--- src/rtl/si_pkg.sv ---
// si_pkg
// Shared types and screen constants for the shooter game logic.
// Used by the player bullet, the enemy grid and the enemy-bullet logic.
//   bullet_state_t : player bullet FSM states (IDLE, FLIGHT, HOLD)
//   SCREEN_W/H     : visible playfield size in pixels
//   PARK_X/PARK_Y  : coordinates reported by a bullet that is not in flight
package si_pkg;

  typedef enum logic [1:0] {
    IDLE   = 2'd0,
    FLIGHT = 2'd1,
    HOLD   = 2'd2
  } bullet_state_t;

  localparam int SCREEN_W = 320;
  localparam int SCREEN_H = 240;

  localparam int PARK_X = 0;
  localparam int PARK_Y = 0;

endpackage

--- src/rtl/player_bullet_rise_detect.sv ---
// rise_detect
// Rising-edge detector for an already-synchronised button level.
// One flop holds the previous level; the pulse is high for the single
// cycle in which the level is 1 and the previous level was 0.
// Ports:
//   clk    : system clock
//   reset  : synchronous, active-low reset (clears the history flop)
//   level  : button level input
//   rise   : one-cycle pulse on a 0->1 transition of level
module rise_detect (
  input  logic clk,
  input  logic reset,
  input  logic level,
  output logic rise
);

  logic level_q;

  always_ff @(posedge clk) begin
    if (!reset) begin
      level_q <= 1'b0;
    end else begin
      level_q <= level;
    end
  end

  assign rise = level & ~level_q;

endmodule

--- src/rtl/player_bullet.sv ---
// player_bullet
// Player shot controller. Launches a single bullet from the ship on a fire
// press, moves it up SPEED pixels per frame, parks it when the enemy grid
// reports a hit or when it leaves the top of the screen, then waits
// COOLDOWN frames before another launch is accepted. Also drives the
// bullet pixel for the colour mux and counts shots and misses.
//
// Build option: define AUTOFIRE_EN to let a held fire level relaunch as
// soon as the controller is back in IDLE (one shot per cooldown period).
// Without it, every launch needs a fresh rising edge of fire.
//
// Ports:
//   clk, reset       : system clock, synchronous active-low reset
//   fire             : fire button level (synchronised)
//   px               : ship centre x, captured at launch
//   frame_tick       : one-cycle pulse per video frame
//   b_hit            : collision flag from the enemy grid
//   vga_x, vga_y     : current scan position
//   bx, by           : bullet position, 0 while parked
//   active           : bullet in flight
//   pixel            : scan position lies on the bullet
//   shots, misses    : saturating launch / top-exit counters
module player_bullet
  import si_pkg::*;
#(
  parameter int SHIP_Y   = 220,
  parameter int SPEED    = 2,
  parameter int BW       = 1,
  parameter int BH       = 4,
  parameter int TOP_Y    = 0,
  parameter int COOLDOWN = 8
) (
  input  logic       clk,
  input  logic       reset,
  input  logic       fire,
  input  logic [9:0] px,
  input  logic       frame_tick,
  input  logic       b_hit,
  input  logic [9:0] vga_x,
  input  logic [8:0] vga_y,
  output logic [9:0] bx,
  output logic [8:0] by,
  output logic       active,
  output logic       pixel,
  output logic [7:0] shots,
  output logic [7:0] misses
);

  localparam logic [8:0]  LAUNCH_Y   = 9'(SHIP_Y - BH);
  localparam logic [10:0] EXPIRE_LIM = 11'(TOP_Y + SPEED);

  bullet_state_t state, next_state;
  logic [7:0]    cd_cnt;
  logic          fire_rise;
  logic          launch_req;
  logic          at_top;

  rise_detect u_fire_rise (
    .clk   (clk),
    .reset (reset),
    .level (fire),
    .rise  (fire_rise)
  );

`ifdef AUTOFIRE_EN
  assign launch_req = fire | fire_rise;
`else
  assign launch_req = fire_rise;
`endif

  // Compare in 11 bits so TOP_Y + SPEED never wraps against the 9-bit row.
  assign at_top = ({2'b00, by} < EXPIRE_LIM);

  always_ff @(posedge clk) begin
    if (!reset) begin
      state <= IDLE;
    end else begin
      state <= next_state;
    end
  end

  // A hit wins over the frame tick, so a bullet that collides in the same
  // cycle it would have moved is parked without moving or counting a miss.
  always_comb begin
    next_state = state;
    case (state)
      IDLE: begin
        if (launch_req) next_state = FLIGHT;
      end
      FLIGHT: begin
        if (b_hit)                    next_state = HOLD;
        else if (frame_tick && at_top) next_state = HOLD;
      end
      HOLD: begin
        if (cd_cnt == 8'd0) next_state = IDLE;
      end
      default: next_state = IDLE;
    endcase
  end

  // Position, cooldown and counters follow the same state decisions as the
  // next-state logic; bx is only loaded at launch so later ship motion does
  // not drag the bullet sideways.
  always_ff @(posedge clk) begin
    if (!reset) begin
      bx     <= 10'd0;
      by     <= 9'd0;
      cd_cnt <= 8'd0;
      shots  <= 8'd0;
      misses <= 8'd0;
    end else begin
      case (state)
        IDLE: begin
          if (launch_req) begin
            bx <= px;
            by <= LAUNCH_Y;
            if (shots != 8'hFF) shots <= shots + 8'd1;
          end
        end
        FLIGHT: begin
          if (b_hit) begin
            bx     <= 10'(PARK_X);
            by     <= 9'(PARK_Y);
            cd_cnt <= 8'(COOLDOWN);
          end else if (frame_tick) begin
            if (at_top) begin
              bx     <= 10'(PARK_X);
              by     <= 9'(PARK_Y);
              cd_cnt <= 8'(COOLDOWN);
              if (misses != 8'hFF) misses <= misses + 8'd1;
            end else begin
              by <= by - 9'(SPEED);
            end
          end
        end
        HOLD: begin
          if (frame_tick && (cd_cnt != 8'd0)) cd_cnt <= cd_cnt - 8'd1;
        end
        default: begin
          bx <= 10'(PARK_X);
          by <= 9'(PARK_Y);
        end
      endcase
    end
  end

  // Bounds use 11-bit sums so a bullet near the right or bottom edge cannot
  // wrap its far edge back to zero.
  always_comb begin
    active = (state == FLIGHT);
    pixel  = active
           && ({1'b0, vga_x} >= {1'b0, bx})
           && ({1'b0, vga_x} <  ({1'b0, bx} + 11'(BW)))
           && ({2'b00, vga_y} >= {2'b00, by})
           && ({2'b00, vga_y} <  ({2'b00, by} + 11'(BH)));
  end

endmodule

--- config.mk ---
export PLATFORM = sky130hd
export DESIGN_NAME = player_bullet
export DESIGN_NICKNAME = d
export VERILOG_FILES = /design/src/rtl/si_pkg.sv /design/src/rtl/player_bullet_rise_detect.sv /design/src/rtl/player_bullet.sv
export SDC_FILE = /design/constraint.sdc
export NUM_CORES = 1
export LEC_CHECK = 0
export BUFFER_PORTS_ARGS = -buffer_cell sky130_fd_sc_hd__buf_2
export CORE_UTILIZATION = 41
export DETAILED_ROUTE_END_ITERATION = 10
export GPL_ROUTABILITY_DRIVEN = 0
export PLACE_DENSITY = 0.73
export SYNTH_ARGS = -nofsm -noshare
export SYNTH_HDL_FRONTEND = slang
export SYNTH_HIERARCHICAL = 1
export SYNTH_SLANG_ARGS = --single-unit
--- constraint.sdc ---
create_clock -name clk -period 3.3 [get_ports clk]
set_input_delay 0.165 -clock clk [delete_from_list [all_inputs] [get_ports clk]]
set_output_delay 0.165 -clock clk [all_outputs]
set_load 0.02 [all_outputs]
-- Word level (Yosys, flattened, before mapping)
Index checks and enable logic that the tools add are counted.
- register bits after elaboration: 46
- input bits: 34
- add/subtract/negate cells: 6
- eq/ne operators: 10
- bitwise gates (word level): 4
- order comparisons: 5
- mux-type cells: 20
- reduce and logical (&&, ||, !) cells: 16
- operator list (kind ; number):
    $mux W10 ; 4
    $mux W9 ; 4
    $mux W8 ; 4
    $pmux W10 S3 ; 1
    $pmux W9 S3 ; 1
    $add A8 B1 Y8 const B ; 2
    $ne A8 B8 Y1 const B ; 2
    $pmux W8 S2 ; 1
    $add A10 B1 Y11 const B ; 1
    $lt A10 B11 Y1 ; 1
    $add A9 B3 Y10 const B ; 1
    $ge A10 B10 Y1 ; 1
    $lt A9 B10 Y1 ; 1
    $ge A9 B9 Y1 ; 1
    $lt A9 B2 Y1 const B ; 1
    $reduce_and A3 Y1 ; 3
    $sub A9 B2 Y9 const B ; 1
    $logic_not A8 Y1 ; 1
    $mux W2 ; 4
    $reduce_and A4 Y1 ; 2
    $reduce_bool A8 Y1 ; 1
    $sub A8 B1 Y8 const B ; 1
    $logic_and A1 B1 Y1 ; 6
    $ne A2 B2 Y1 const B ; 3
    10 further kinds ; 13

-- Logic depth before layout (Yosys ltp)
- depth in word-level cells: 5
- mapped depth: 11

-- Modules after synthesis
Netlist, hierarchy kept.
- by module, submodules not included (module ; cells each ; area each (um2) ; instances):
    player_bullet ; 374 ; 3109.2 ; 1
    rise_detect ; 3 ; 40.0 ; 1

-- Least setup slack after synthesis
OpenSTA, ideal clock, no wires.
- kind: register to output
- from: register bx[0]
- to: output port pixel
- cell stages (with the launch flop): 11
- setup slack: 0.180 ns
- arrival: 2.955 ns
- cells stage by stage: dfxtp_1 > ha_1 > nand3_1 > nor3_1 > nand3_1 > xnor2_1 > ha_1 > o21a_1 > a221o_1 > and3_1 > nor4_1
- cells in the longest elaborated chain, start to end: 5
- RTL lines (item ; line ; source):
    start: declaration ; player_bullet.sv:41 ; output logic [9:0] bx,
    start signal: assignment ; player_bullet.sv:115 ; bx <= px;
    start signal: assignment ; player_bullet.sv:122 ; bx <= 10'(PARK_X);
    start signal: assignment ; player_bullet.sv:127 ; bx <= 10'(PARK_X);
    $add A10 B1 Y11 / $ge A10 B10 Y1 (equally long branches) ; player_bullet.sv:153, player_bullet.sv:152 ;
    $lt A10 B11 Y1 / $logic_and A1 B1 Y1 (equally long branches) ; player_bullet.sv:153, player_bullet.sv:152 ;
    $logic_and A1 B1 Y1 (*) ; player_bullet.sv:153 ; && ({1'b0, vga_x} < ({1'b0, bx} + 11'(BW)))
    $logic_and A1 B1 Y1 (*) ; player_bullet.sv:154 ; && ({2'b00, vga_y} >= {2'b00, by})
    $logic_and A1 B1 Y1 (*) ; player_bullet.sv:155 ; && ({2'b00, vga_y} < ({2'b00, by} + 11'(BH)));
    end: declaration ; player_bullet.sv:44 ; output logic pixel,
Mark *: on every way between the ends. The rest lies on a longest branch, timed or not.

-- Final worst setup path
- from: register bx[1]
- to: output port pixel
Same word-level chain as after synthesis.

==> results by group <==
Power and ir drop
  • Clock power frac: 24.5%
  • Reg power frac: 43.4%
  • Sw Pwr: 513.3 uW
  • Part of the power in combinational logic: 32.1%
  • Total leakage power: 0.001562 uW
  • Worst vdd ir: 0.1750 mV
  • Switching share of power: 34.30%
  • Pwr Density: 404.3 nW/um2
  • Int Pwr: 983.1 uW

Final layout
  • Fill cell count: 713
  • Layout cells sized above 1: 20.40%
  • Most frequent cells in the layout: buf_2, ha_1, dfxtp_1, nand2_1, nor2_1
  • Layout Area Growth over Synthesis: 17.52%
  • Layout Nets: 523
  • Most common cell after layout, fill and taps aside: buf_2
  • Ant diodes: 0

Synthesis
  • Post-Syn Area: 3149 um2
  • Synthesized net count: 455
  • Gate Count Post-Synth: 377
  • Syn avg cell area: 8.354 um2
  • Flops & latches, synth: 45
  • Synth warn: 6
  • Sequential cell area fraction in the yosys report: 28.61%
  • Ys flop type: dfxtp_1
  • Share of flip-flops with an asynchronous set or reset: 0%
  • Number of distinct library cells after synthesis: 56
  • Post-synth EDFFs: 0

Placement
  • Final HPWL from detailed placement: 5.751 mm
  • Pre-CTS WS: 0.3268 ns
  • Port bufs: 68

Floorplanning
  • Chip width: 89.64 um
  • Core area: 7331 um2
  • Die ar.: 8035 um2
  • Top Ports: 71
  • Rows: 31
  • Die Y: 89.64 um
  • Initial core utilization: 42.96%

Detailed routing
  • Total number of vias: 2,874
  • 1st-iter DRT viols: 142
  • First-pass iteration count of the detailed router: 5
  • Post-Route WL: 7.300 mm
  • Via density: 5.273
  • Post-route ant nets: 0
  • DRC viols: 0
  • DR WL/cell: 13.39 um

Timing
  • Period minus WS final: 3.117 ns
  • Max frequency: 0.3208 GHz
  • Unrepaired setup endpoints after global routing: false
  • Clock Skew: 0.004200 ns
  • Period Utilization, post-route: 94.47%
  • Final hold viol count: 0
  • Final setup viols: 0
  • Final setup margin: 0.1825 ns
  • Setup TNS: 0 ns
  • Fin. max-slew vios: 0
  • Max_slew headroom: 38.33%
  • Worst-margin pin slew: 0.9180 ns

Clocking
  • CTS clock-pin slew for the worst setup and hold paths: 0.08 ns
  • CTS Root Cell: clkbuf_8
  • CTS buffer count: 5
  • Max clock buf depth: 2
  • CTS tree: yes
  • Later-pin clock latency in the skew report: 0.28 ns
  • H-tree levels: 2
  • Clock Sinks: 45
  • Hold_buf cts: 0

Critical path
  • R2R depth: 7
  • CP Class: flop to output port
  • Setup crit start kind: flop
  • Required @ worst endpoint: 3.13 ns
  • Endpoint type of the worst setup path: output port
  • CP max FO: 4
  • Critical Path AT: 2.95 ns

Global routing
  • Remaining Overflow, GRT: 0
  • Vias in the first global route: 2,680
  • Gr usage total: 18.43%
  • Initial antenna violation count: 0
  • Largest net degree at the start of global routing: 21
  • First-pass GRT wire length: 11.78 mm

Min path
  • HP Class: input port to flop
  • Worst hold path depth: 3

Status
  • Status: finished clean

Run
  • Max-cap viol count: 0
## synth_stat cells, types with 8 or more instances
cell      n  share of area [%]
nand4_1  10                2.0
nand3_1  16                2.5
o21ai_1  17                2.7
xor2_1    8                2.2
ha_1     44                 17
inv_1    25                3.0
nor3_1   12                1.9
dfxtp_1  45                 29
nand2_1  33                3.9
xnor2_1  26                7.2
nor2_1   32                3.8
a21oi_1  11                1.7
## path summary, 6_finish.rpt
check,startpoint,end,slack [ns]
min,px[4],bx[4]$_SDFFE_PN0P_,0.08
max reg2reg,by[2]$_SDFFE_PN0P_,by[3]$_SDFFE_PN0P_,0.71
max,bx[1]$_SDFFE_PN0P_,pixel,0.18
min reg2reg,shots[1]$_SDFFE_PN0P_,shots[1]$_SDFFE_PN0P_,0.49
## sequential cells by signal (all words and copies together) (netlist names)
| signal | count |
|---|---|
| bx | 10 |
| misses | 8 |
| shots | 8 |
| cd_cnt | 8 |
| u_fire_rise/level_q | 1 |
| state | 2 |
| by | 8 |
## power by group through the flow
stage               Combinational [uW]  Sequential, uW  Clock, uW
finish                             480             649        367
global route                       548             658        409
CTS                                479             648        379
detailed placement                 476             661          0
global placement                   459             657          0
floorplan                          337             671          0
## worst max-delay path, cell delays in order (launching register included)
cell	delay (ns)
dfxtp_1	0.39
ha_1	0.21
nand3_2	0.14
nor3_4	0.24
nand3_1	0.12
xnor2_1	0.14
ha_1	0.29
o21a_1	0.11
a221o_1	0.35
and3_1	0.17
nor4_1	0.28
buf_2	0.22
## cell families (layout without fill, tap and decap cells)
group | after synthesis | count (layout) | synth area share, %
buf+inv | 38 | 107 | 5.205
xor+xnor | 34 | 34 | 9.456
fa+ha+maj | 44 | 44 | 17.48
flops | 45 | 45 | 28.61
other cells | 1 | 1 | 0.1191
simple gates | 144 | 144 | 24.04
compound gates | 71 | 71 | 15.10
## layer usage
metal	share of wire, %	GRT usage (%)	vias to the layer above
met5	0	0	-
met4	0.66	3.608	0
met3	4.4	3.291	6
met2	47	31.34	71
met1	48	24.53	1324
li1	-	-	1473
## area by class of cell
| class | count | area [um2] | area share [%] |
|---|---|---|---|
| timing repair buffer | 71 | 362.8 | 9.804 |
| clock buffer | 7 | 96.34 | 2.603 |
| sequential | 45 | 902.1 | 24.37 |
| clock inverter | 1 | 5.005 | 0.1352 |
| multi-input combinational | 294 | 2106 | 56.90 |
| inverter | 28 | 105.1 | 2.840 |
| tap | 99 | 123.9 | 3.347 |
## per-stage QoR
stage               power [uW]  hold WS [ns]  util [%]  instance area, um2  std cells
floorplan                 1008        0.2796         -                3149        377
global placement          1116        0.3719     48.69                3570        536
detailed placement        1136        0.3697     48.69                3570        536
CTS                       1506       0.07158     50.15                3676        544
global route              1616       0.07645     50.49                3701        545
finish                    1496       0.07892     50.49                3701        545
## repair_timing
action	CTS	global route
resized for setup	1	4
pin swaps	0	1
hold endpoints to repair	0	0
setup buffers	0	1
endpoints found under the setup margin	1	1
Note: power is estimated with default switching activity, not from simulation.
